[config.mk]
export PLATFORM = sky130hd
export DESIGN_NAME = adc128s022_responder
export DESIGN_NICKNAME = d
export VERILOG_FILES = /design/src/rtl/adc128s022_responder.sv
export SDC_FILE = /design/constraint.sdc
export NUM_CORES = 1
export LEC_CHECK = 0
export CELL_PAD_IN_SITES_DETAIL_PLACEMENT = 1
export CELL_PAD_IN_SITES_GLOBAL_PLACEMENT = 2
export CORE_MARGIN = 5
export CORE_UTILIZATION = 26
export CTS_CLUSTER_SIZE = 16
export DETAILED_ROUTE_END_ITERATION = 12
export PLACE_DENSITY = 0.77
export RECOVER_POWER = 25
export SLEW_MARGIN = 0
export SYNTH_ARGS = -nofsm -noshare
export SYNTH_HDL_FRONTEND = slang
export SYNTH_SLANG_ARGS = --single-unit
[constraint.sdc]
create_clock -name clk_50M -period 2.1 [get_ports clk_50M]
set_input_delay 0.21 -clock clk_50M [delete_from_list [all_inputs] [get_ports clk_50M]]
set_output_delay 0.21 -clock clk_50M [all_outputs]
set_load 0.005 [all_outputs]
[src/rtl/adc128s022_responder.sv]
// ADC128S022 serial slave emulator: oversamples the controller's sck/cs_n/din and returns 12-bit channel samples.
// Optional build macro ADC_EMU_DITHER_EN adds LFSR dither on the two LSBs of each loaded sample.
module adc128s022_responder #(
  parameter int         SYNC_STAGES = 2,
  parameter logic [2:0] RESET_ADDR  = 3'd0
) (
  input  logic        clk_50M,
  input  logic        rst,
  input  logic        adc_sck,
  input  logic        adc_cs_n,
  input  logic        din,
  input  logic [95:0] ch_data,
  output logic        dout,
  output logic        frame_done,
  output logic [2:0]  last_addr
);

  typedef enum logic {IDLE, FRAME} state_t;

  logic [SYNC_STAGES-1:0] sck_sync, cs_sync, din_sync;
  logic                   sck_d, cs_d;
  logic                   sck_s, cs_s, din_s;
  logic                   sck_rise, sck_fall, cs_fall, cs_rise;

  state_t      state, state_c;
  logic [15:0] shift, shift_c;
  logic [3:0]  rise_cnt, rise_cnt_c, fall_cnt, fall_cnt_c;
  logic [2:0]  addr, addr_c, addr_next, addr_next_c, last_addr_c;
  logic        dout_c, frame_done_c;
  logic        do_load;
  logic [2:0]  load_addr;
  logic [11:0] sample;
  logic [11:0] ch [8];
`ifdef ADC_EMU_DITHER_EN
  logic [15:0] lfsr, lfsr_c;
`endif

  for (genvar gi = 0; gi < 8; gi++) begin : g_ch
    assign ch[gi] = ch_data[12*gi +: 12];
  end

  always_ff @(posedge clk_50M or posedge rst) begin
    if (rst) begin
      sck_sync <= '0;
      cs_sync  <= '1;
      din_sync <= '0;
      sck_d    <= 1'b0;
      cs_d     <= 1'b1;
    end else begin
      sck_sync <= {sck_sync[SYNC_STAGES-2:0], adc_sck};
      cs_sync  <= {cs_sync[SYNC_STAGES-2:0], adc_cs_n};
      din_sync <= {din_sync[SYNC_STAGES-2:0], din};
      sck_d    <= sck_s;
      cs_d     <= cs_s;
    end
  end

  assign sck_s    = sck_sync[SYNC_STAGES-1];
  assign cs_s     = cs_sync[SYNC_STAGES-1];
  assign din_s    = din_sync[SYNC_STAGES-1];
  assign sck_rise = sck_s & ~sck_d;
  assign sck_fall = ~sck_s & sck_d;
  assign cs_fall  = ~cs_s & cs_d;
  assign cs_rise  = cs_s & ~cs_d;

  always_ff @(posedge clk_50M or posedge rst) begin
    if (rst) begin
      state      <= IDLE;
      shift      <= '0;
      rise_cnt   <= '0;
      fall_cnt   <= '0;
      addr       <= RESET_ADDR;
      addr_next  <= RESET_ADDR;
      last_addr  <= '0;
      dout       <= 1'b0;
      frame_done <= 1'b0;
`ifdef ADC_EMU_DITHER_EN
      lfsr       <= 16'hACE1;
`endif
    end else begin
      state      <= state_c;
      shift      <= shift_c;
      rise_cnt   <= rise_cnt_c;
      fall_cnt   <= fall_cnt_c;
      addr       <= addr_c;
      addr_next  <= addr_next_c;
      last_addr  <= last_addr_c;
      dout       <= dout_c;
      frame_done <= frame_done_c;
`ifdef ADC_EMU_DITHER_EN
      lfsr       <= lfsr_c;
`endif
    end
  end

  always_comb begin
    state_c      = state;
    shift_c      = shift;
    rise_cnt_c   = rise_cnt;
    fall_cnt_c   = fall_cnt;
    addr_c       = addr;
    addr_next_c  = addr_next;
    last_addr_c  = last_addr;
    dout_c       = dout;
    frame_done_c = 1'b0;
    do_load      = 1'b0;
    load_addr    = addr;
    sample       = '0;
`ifdef ADC_EMU_DITHER_EN
    lfsr_c       = lfsr;
`endif

    case (state)
      IDLE: begin
        dout_c     = 1'b0;
        rise_cnt_c = '0;
        fall_cnt_c = '0;
        if (cs_fall) begin
          state_c = FRAME;
          do_load = 1'b1;
        end
      end
      FRAME: begin
        if (cs_rise) begin
          // Abort: partial address is dropped, addr keeps its old value
          state_c    = IDLE;
          dout_c     = 1'b0;
          rise_cnt_c = '0;
          fall_cnt_c = '0;
        end else if (sck_rise) begin
          if (rise_cnt inside {4'd2, 4'd3, 4'd4})
            addr_next_c = {addr_next[1:0], din_s};
          rise_cnt_c = rise_cnt + 4'd1;
        end else if (sck_fall) begin
          fall_cnt_c = fall_cnt + 4'd1;
          if (fall_cnt == 4'd15) begin
            addr_c       = addr_next;
            last_addr_c  = addr_next;
            frame_done_c = 1'b1;
            do_load      = 1'b1;
            load_addr    = addr_next;
            dout_c       = 1'b0;
          end else begin
            dout_c = shift[4'd14 - fall_cnt];
          end
        end
      end
      default: state_c = IDLE;
    endcase

    if (do_load) begin
      sample = ch[load_addr];
`ifdef ADC_EMU_DITHER_EN
      sample[1:0] = sample[1:0] ^ lfsr[1:0];
      lfsr_c      = {lfsr[14:0], lfsr[15] ^ lfsr[13] ^ lfsr[12] ^ lfsr[10]};
`endif
      shift_c = {4'b0000, sample};
    end
  end

endmodule
==> results of run 1 <==
==> sequential cells by signal, summed over array words and instances (netlist names), 2 cells and up <==
signal and cells:
din_sync 2, rise_cnt 4, addr_next 3, fall_cnt 4
last_addr 3, cs_sync 2, addr 3, shift 12
sck_sync 2
==> metrics by stage <==
stage | hold slack (ps) | power (W) | instance area [um^2] | TNS (ps) | util
after floorplan | 214 | 0.00117 | 3320 | 0 | -
after global placement | 335 | 0.00149 | 4720 | -347 | 0.376
after detailed placement | 342 | 0.00150 | 4720 | -370 | 0.376
after CTS | 337 | 0.00225 | 4880 | 0 | 0.389
after global routing | 354 | 0.00234 | 4990 | -36.6 | 0.397
final | 348 | 0.00224 | 4990 | 0 | 0.397
==> worst paths after layout <==
| check | startpoint | end | cells past startpoint |
|---|---|---|---|
| worst min register to register | sck_sync[0] | sck_sync[1] | 0 |
| worst min-delay path | sck_sync[0] | sck_sync[1] | 0 |
| worst max-delay path | fall_cnt[0] | shift[5] | 9 |
| min in group asynchronous | rst | last_addr[2] | 3 |
| worst max register to register | fall_cnt[0] | shift[5] | 9 |
| max in group asynchronous | rst | shift[7] | 3 |
==> cell type report <==
| class | instances | area (um^2) | share of cell area |
|---|---|---|---|
| multi-input combinational | 238 | 2210 | 0.442 |
| timing repair buffer | 140 | 1390 | 0.279 |
| sequential | 40 | 1000 | 0.201 |
| tap | 172 | 215 | 0.0431 |
| clock buffer | 7 | 133 | 0.0266 |
| inverter | 8 | 31.3 | 0.00627 |
| clock inverter | 1 | 5.00 | 0.00100 |
==> power breakdown <==
group | switching (W) | leakage (nW) | internal, W
Combinational | 0.000220 | 1.27 | 0.000379
Sequential | 0.0000544 | 0.516 | 0.000840
Clock | 0.000303 | 0.0679 | 0.000440
==> Yosys cell counts (3+ instances only) <==
library cell,count
buf_2,10
mux4_2,27
o22ai_1,18
a221o_1,6
nor4b_1,12
ha_1,4
nand2_1,24
nor2_1,15
nand3_1,5
o31ai_1,5
buf_6,3
a211oi_1,8
dfstp_2,3
o21ai_1,5
inv_1,6
a211o_1,12
mux2_2,28
dfrtp_1,37
nor2b_1,22
xnor2_1,5
a221oi_1,5
o21ai_0,10
clkbuf_1,7
==> routing by layer <==
metal / GRT usage / wire length (um)
met1: 0.208 / 5070
met2: 0.272 / 6020
met3: 0.0329 / 756
met4: 0.0360 / 276
met5: 0 / 0
==> cells by family (layout without fill, tap and decap cells) <==
group           after synthesis  in the layout  share of synthesized area
simple gates                 94             95                      0.163
mux                          58             58                      0.292
xor+xnor                      7              7                     0.0185
flops                        40             40                      0.302
fa+ha+maj                     4              4                     0.0151
buf+inv                      31            156                     0.0482
compound gates               74             74                      0.161
==> what timing repair did <==
action	CTS	global route
pin swaps	0	1
buffers inserted	1	6
setup endpoints to repair	12	12
gates resized for setup	4	10
gates cloned	0	1
==> run_results.csv, run 1 <==
group,metric,value,unit
logic_synthesis,synth_edf_count,0,
floorplan,ios,106,
timing,tightest_slew,1050,ps
logic_synthesis,syn-cell-area,3320,um^2
timing,setup_ws,72.9,ps
final_layout,syn2layout_area_growth,50.2,%
final_layout,instances_no_fill,606,
timing,fin_crit,2030,ps
timing,max_freq,0.493,GHz
run_status,status,"finished, final reports clean",
cts,htreeDepth,2,
floorplan,die-area,15100,um^2
placed_design,io_buffer_count,105,
setup_path,slowest_stage,"dfrtp_1",
drt,drt-initial-drc-count,157,
timing,finalSetupViolCount,0,
logic_synthesis,avgSynthCellArea,10.8,um^2
setup_path,path_buf_inv,3,
global_route,grt_overflow_total,0,
floorplan,die_h,123,um
logic_synthesis,synth_top_area_cell,"dfrtp_1",
logic_synthesis,synth_nets,413,
cts,cts_root_buf,"clkbuf_16",
logic_synthesis,synthArstFlopShare,1.00,
global_route,grt_pass1_vias,3429,
final_layout,final_common_cell,"clkdlybuf4s50_1",
power,power.leakage,1.85,nW
drt,vias,3097,
logic_synthesis,ys_seq_area_frac,0.302,
power,cellPowerDensity,448,nW/um^2
drt,dr.pass1.iters,4,
timing,period_share,0.965,
timing,slew_headroom,0.299,
cts,cts_tree,"done",
drt,antenna_left,0,
placed_design,gp_congestion,0.857,
final_layout,final_cell_mix,"clkdlybuf4s50_1, dfrtp_1, mux2_2",
floorplan,die_w,123,um
setup_path,path_cells,"ha_1 -> and3_4 -> nand4_4 -> buf_12 -> clkinv_2 -> buf_4 -> nor4b_1 -> a211o_1 -> o31ai_1",
floorplan,core-area,12600,um^2
timing,slew_violations,0,
drt,drt_drc_violations_left,0,
cts,clkTransAtPathRegs,60,ps
global_route,grt_pass1_wl,18700,um
timing,hold_viol_final,0,
cts,cts_sinks,40,
drt,drt-vias-per-instance,5.11,
global_route,grt_use_total,0.159,
logic_synthesis,yosys_warnings,0,
logic_synthesis,synth_seq_cells,40,
flow_run,maxCapViolations,0,
final_layout,nNetsFinal,538,
setup_path,cp-end-kind,"flip-flop",
logic_synthesis,ys_types,49,
global_route,grt_max_degree,41,
logic_synthesis,synth_ff_type,"dfrtp_1",
placed_design,dp_cells,590,
placed_design,place_ws,-108,ps
setup_path,cp.required,2250,ps
placed_design,dp_hpwl,9470,um
setup_path,cp_max_fo,8,
global_route,antenna_found_initial,0,
setup_path,cp_top_family,"simple AND/OR/NAND/NOR gates",
final_layout,antennaDiodeCount,0,
cts,clk_latency,280,ps
cts,clockBufferDepth,2,
final_layout,drive_above_1_share,0.270,
logic_synthesis,yosysTopAreaCellShare,0.279,
floorplan,initial_core_util,0.264,
cts,cts_buffers,5,
setup_path,path_class,"reg -> reg",
setup_path,cp-start-kind,"flip-flop",
logic_synthesis,synthCells,308,
drt,detail_route.wl_per_cell,20.0,um
drt,wirelength,12100,um
final_layout,n_fill_cell,1400,
worst_hold_path,worstHoldPathType,"reg -> reg",
logic_synthesis,synth.area.top_cells,"dfrtp_1, mux4_2, mux2_2, nor2b_1, o22ai_1",
cts,hold_buffers,0,
setup_path,slowest_delay,380,ps
setup_path,crit_arrival,2180,ps
setup_path,r2r_slack,70,ps
timing,fin_skew,11.7,ps
power,ir_drop,375,uV
floorplan,rows,41,
Note: power is estimated with default switching activity, not from simulation.
==> inputs of run 2 (changes only) <==
--- a/config.mk
+++ b/config.mk
@@ -5,13 +5,13 @@
 export SDC_FILE = /design/constraint.sdc
 export NUM_CORES = 1
 export LEC_CHECK = 0
-export CELL_PAD_IN_SITES_DETAIL_PLACEMENT = 1
-export CELL_PAD_IN_SITES_GLOBAL_PLACEMENT = 2
+export CELL_PAD_IN_SITES_DETAIL_PLACEMENT = 0
+export CELL_PAD_IN_SITES_GLOBAL_PLACEMENT = 1
 export CORE_MARGIN = 5
-export CORE_UTILIZATION = 26
+export CORE_UTILIZATION = 30
 export CTS_CLUSTER_SIZE = 16
 export DETAILED_ROUTE_END_ITERATION = 12
-export PLACE_DENSITY = 0.77
+export PLACE_DENSITY = 0.72
 export RECOVER_POWER = 25
 export SLEW_MARGIN = 0
 export SYNTH_ARGS = -nofsm -noshare
==> run 2 against run 1 <==
- first-iteration DRC count fell by 23%
- critical path depth fell by 2
- cell area fell by 2.4%
- clock skew fell by 6.2 ps
- largest cell class unchanged
- combinational power fell by 3%
- utilization rose by 5.2 points
- final cell count fell by 5.9%
- setup slack improved by 49 ps
- total power fell by 5.7%
- die area fell by 12%
==> run_results.csv, run 2 (synthesis gave the netlist of run 1 again) <==
group,metric,value,unit
drt,antenna_left,0,
setup_path,cp.required,2290,ps
setup_path,path_class,"reg -> reg",
final_layout,finalInstanceArea,4870,um^2
power,power.leakage,1.80,nW
flow_run,maxCapViolations,0,
floorplan,die_w,115,um
power,p_switching,0.000548,W
cts,clk_latency,290,ps
floorplan,rows,38,
drt,vias,3070,
placed_design,place_area,4730,um^2
floorplan,die_h,115,um
power,ir_drop,276,uV
power,cellPowerDensity,433,nW/um^2
final_layout,largest_reg_flops,12,
global_route,grt_overflow_total,0,
global_route,grt_max_degree,41,
timing,slew_headroom,0.319,
drt,drt-initial-drc-count,121,
placed_design,gp_congestion,0.834,
timing,hold_viol_final,0,
timing,rsz0062_at_grt,"yes",
timing,worst_hold_slack,353,ps
power,totalPowerFinal,0.00211,W
final_layout,regMostFlops,"shift",
power,comb_power_share,0.276,
drt,top_layer,"met4",
global_route,grt_use_total,0.164,
final_layout,reg_top3,"shift x12, fall_cnt x4, rise_cnt x4",
run_status,status,"finished, final reports clean",
floorplan,ios,106,
setup_path,cp_max_fo,6,
global_route,grt_pass1_wl,17000,um
cts,clockBufferDepth,2,
placed_design,io_buffer_count,105,
placed_design,dp_hpwl,8480,um
timing,tightest_slew,1020,ps
worst_hold_path,worstHoldPathType,"reg -> reg",
timing,period_share,0.942,
drt,dr.pass1.iters,4,
floorplan,core-area,10800,um^2
setup_path,cp-end-kind,"flip-flop",
cts,hold_buffers,0,
power,p_sw_frac,0.260,
power,seq_power_share,0.424,
cts,htreeDepth,2,
drt,drt_drc_violations_left,0,
drt,detail_route.wl_per_cell,18.8,um
placed_design,dp_cells,561,
drt,met3WireLength,628,um
timing,fin_crit,1980,ps
final_layout,instances_no_fill,570,
drt,wl_met2,5250,um
timing,slew_violations,0,
cts,cts_tree,"done",
setup_path,slowest_stage,"dfrtp_1",
cts,cts_buffers,5,
power,p_clk_frac,0.300,
drt,wirelength,10700,um
floorplan,initial_core_util,0.306,
power,p_int,0.00156,W
drt,wl_met1,4730,um
setup_path,path_cells,"ha_2 -> and3_4 -> nand4_4 -> mux2i_4 -> buf_4 -> a211o_1 -> a221o_1",
final_layout,antennaDiodeCount,0,
final_layout,final_common_cell,"clkdlybuf4s50_1",
final_layout,drive_above_1_share,0.256,
floorplan,die-area,13300,um^2
drt,drt-vias-per-instance,5.39,
setup_path,slowest_delay,360,ps
final_layout,nNetsFinal,534,
cts,cts_root_buf,"clkbuf_8",
setup_path,cp-start-kind,"flip-flop",
timing,finalSetupViolCount,0,
cts,cts_sinks,40,
timing,max_freq,0.506,GHz
final_layout,syn2layout_area_growth,46.6,%
final_layout,final_cell_mix,"clkdlybuf4s50_1, dfrtp_1, mux2_2",
timing,fin_skew,5.44,ps
setup_path,crit_arrival,2160,ps
global_route,grt_pass1_vias,3375,
global_route,antenna_found_initial,0,
cts,clkTransAtPathRegs,80,ps
==> run 2: worst max-delay path: cells and delay by family, from the launching register on <==
family          cells  cell delay, ps
mux                 1             240
buf+inv             1             170
fa+ha+maj           1             180
compound gates      2             580
simple gates        2             340
flops               1             360
==> run 2: through the flow <==
| stage | TNS [ps] | utilization | worst slack, ps |
|---|---|---|---|
| floorplan | 0 | - | 127 |
| global placement | 0 | 0.436 | 107 |
| detailed placement | 0 | 0.436 | 52.3 |
| CTS | 0 | 0.446 | 28.9 |
| global route | -14.3 | 0.449 | -10.5 |
| finish | 0 | 0.449 | 122 |
==> run 2: power groups by stage <==
stage	registers [W]	logic, W	clock network [W]
global route	0.000901	0.000632	0.000676
detailed placement	0.000908	0.000585	0
finish	0.000894	0.000583	0.000633
floorplan	0.000884	0.000286	0
CTS	0.000893	0.000586	0.000645
global placement	0.000907	0.000575	0
==> run 2: per-layer routing <==
layer | track usage | vias to the layer above
met5 | 0 | -
met2 | 0.267 | 111
met1 | 0.221 | 1494
met3 | 0.0353 | 13
met4 | 0.0446 | 0
li1 | - | 1452
==> run 2: path summary, 6_finish.rpt <==
kind / from / end / slack [ps] / cells after the start
setup / recovery: fall_cnt[1] / shift[9] / 120 / 7
hold / removal: sck_sync[0] / sck_sync[1] / 350 / 0
setup reg to reg: fall_cnt[1] / shift[9] / 120 / 7
hold reg to reg: sck_sync[0] / sck_sync[1] / 350 / 0
max in group asynchronous: rst / shift[7] / 800 / 3
min in group asynchronous: rst / sck_sync[0] / 680 / 3
==> run 2: timing repair <==
action,4_1_cts,5_1_grt
gates resized for setup,0,7
setup endpoints to repair,0,12
endpoints found under the hold margin,0,0
buffers inserted,0,1
==> run 2: final cells by class <==
class | instances | area, um^2
clock inverter | 3 | 42.5
fill | 1055 | 5970
tap | 140 | 175
clock buffer | 5 | 68.8
timing repair buffer | 137 | 1370
inverter | 8 | 31.3
sequential | 40 | 1000
multi-input combinational | 237 | 2180
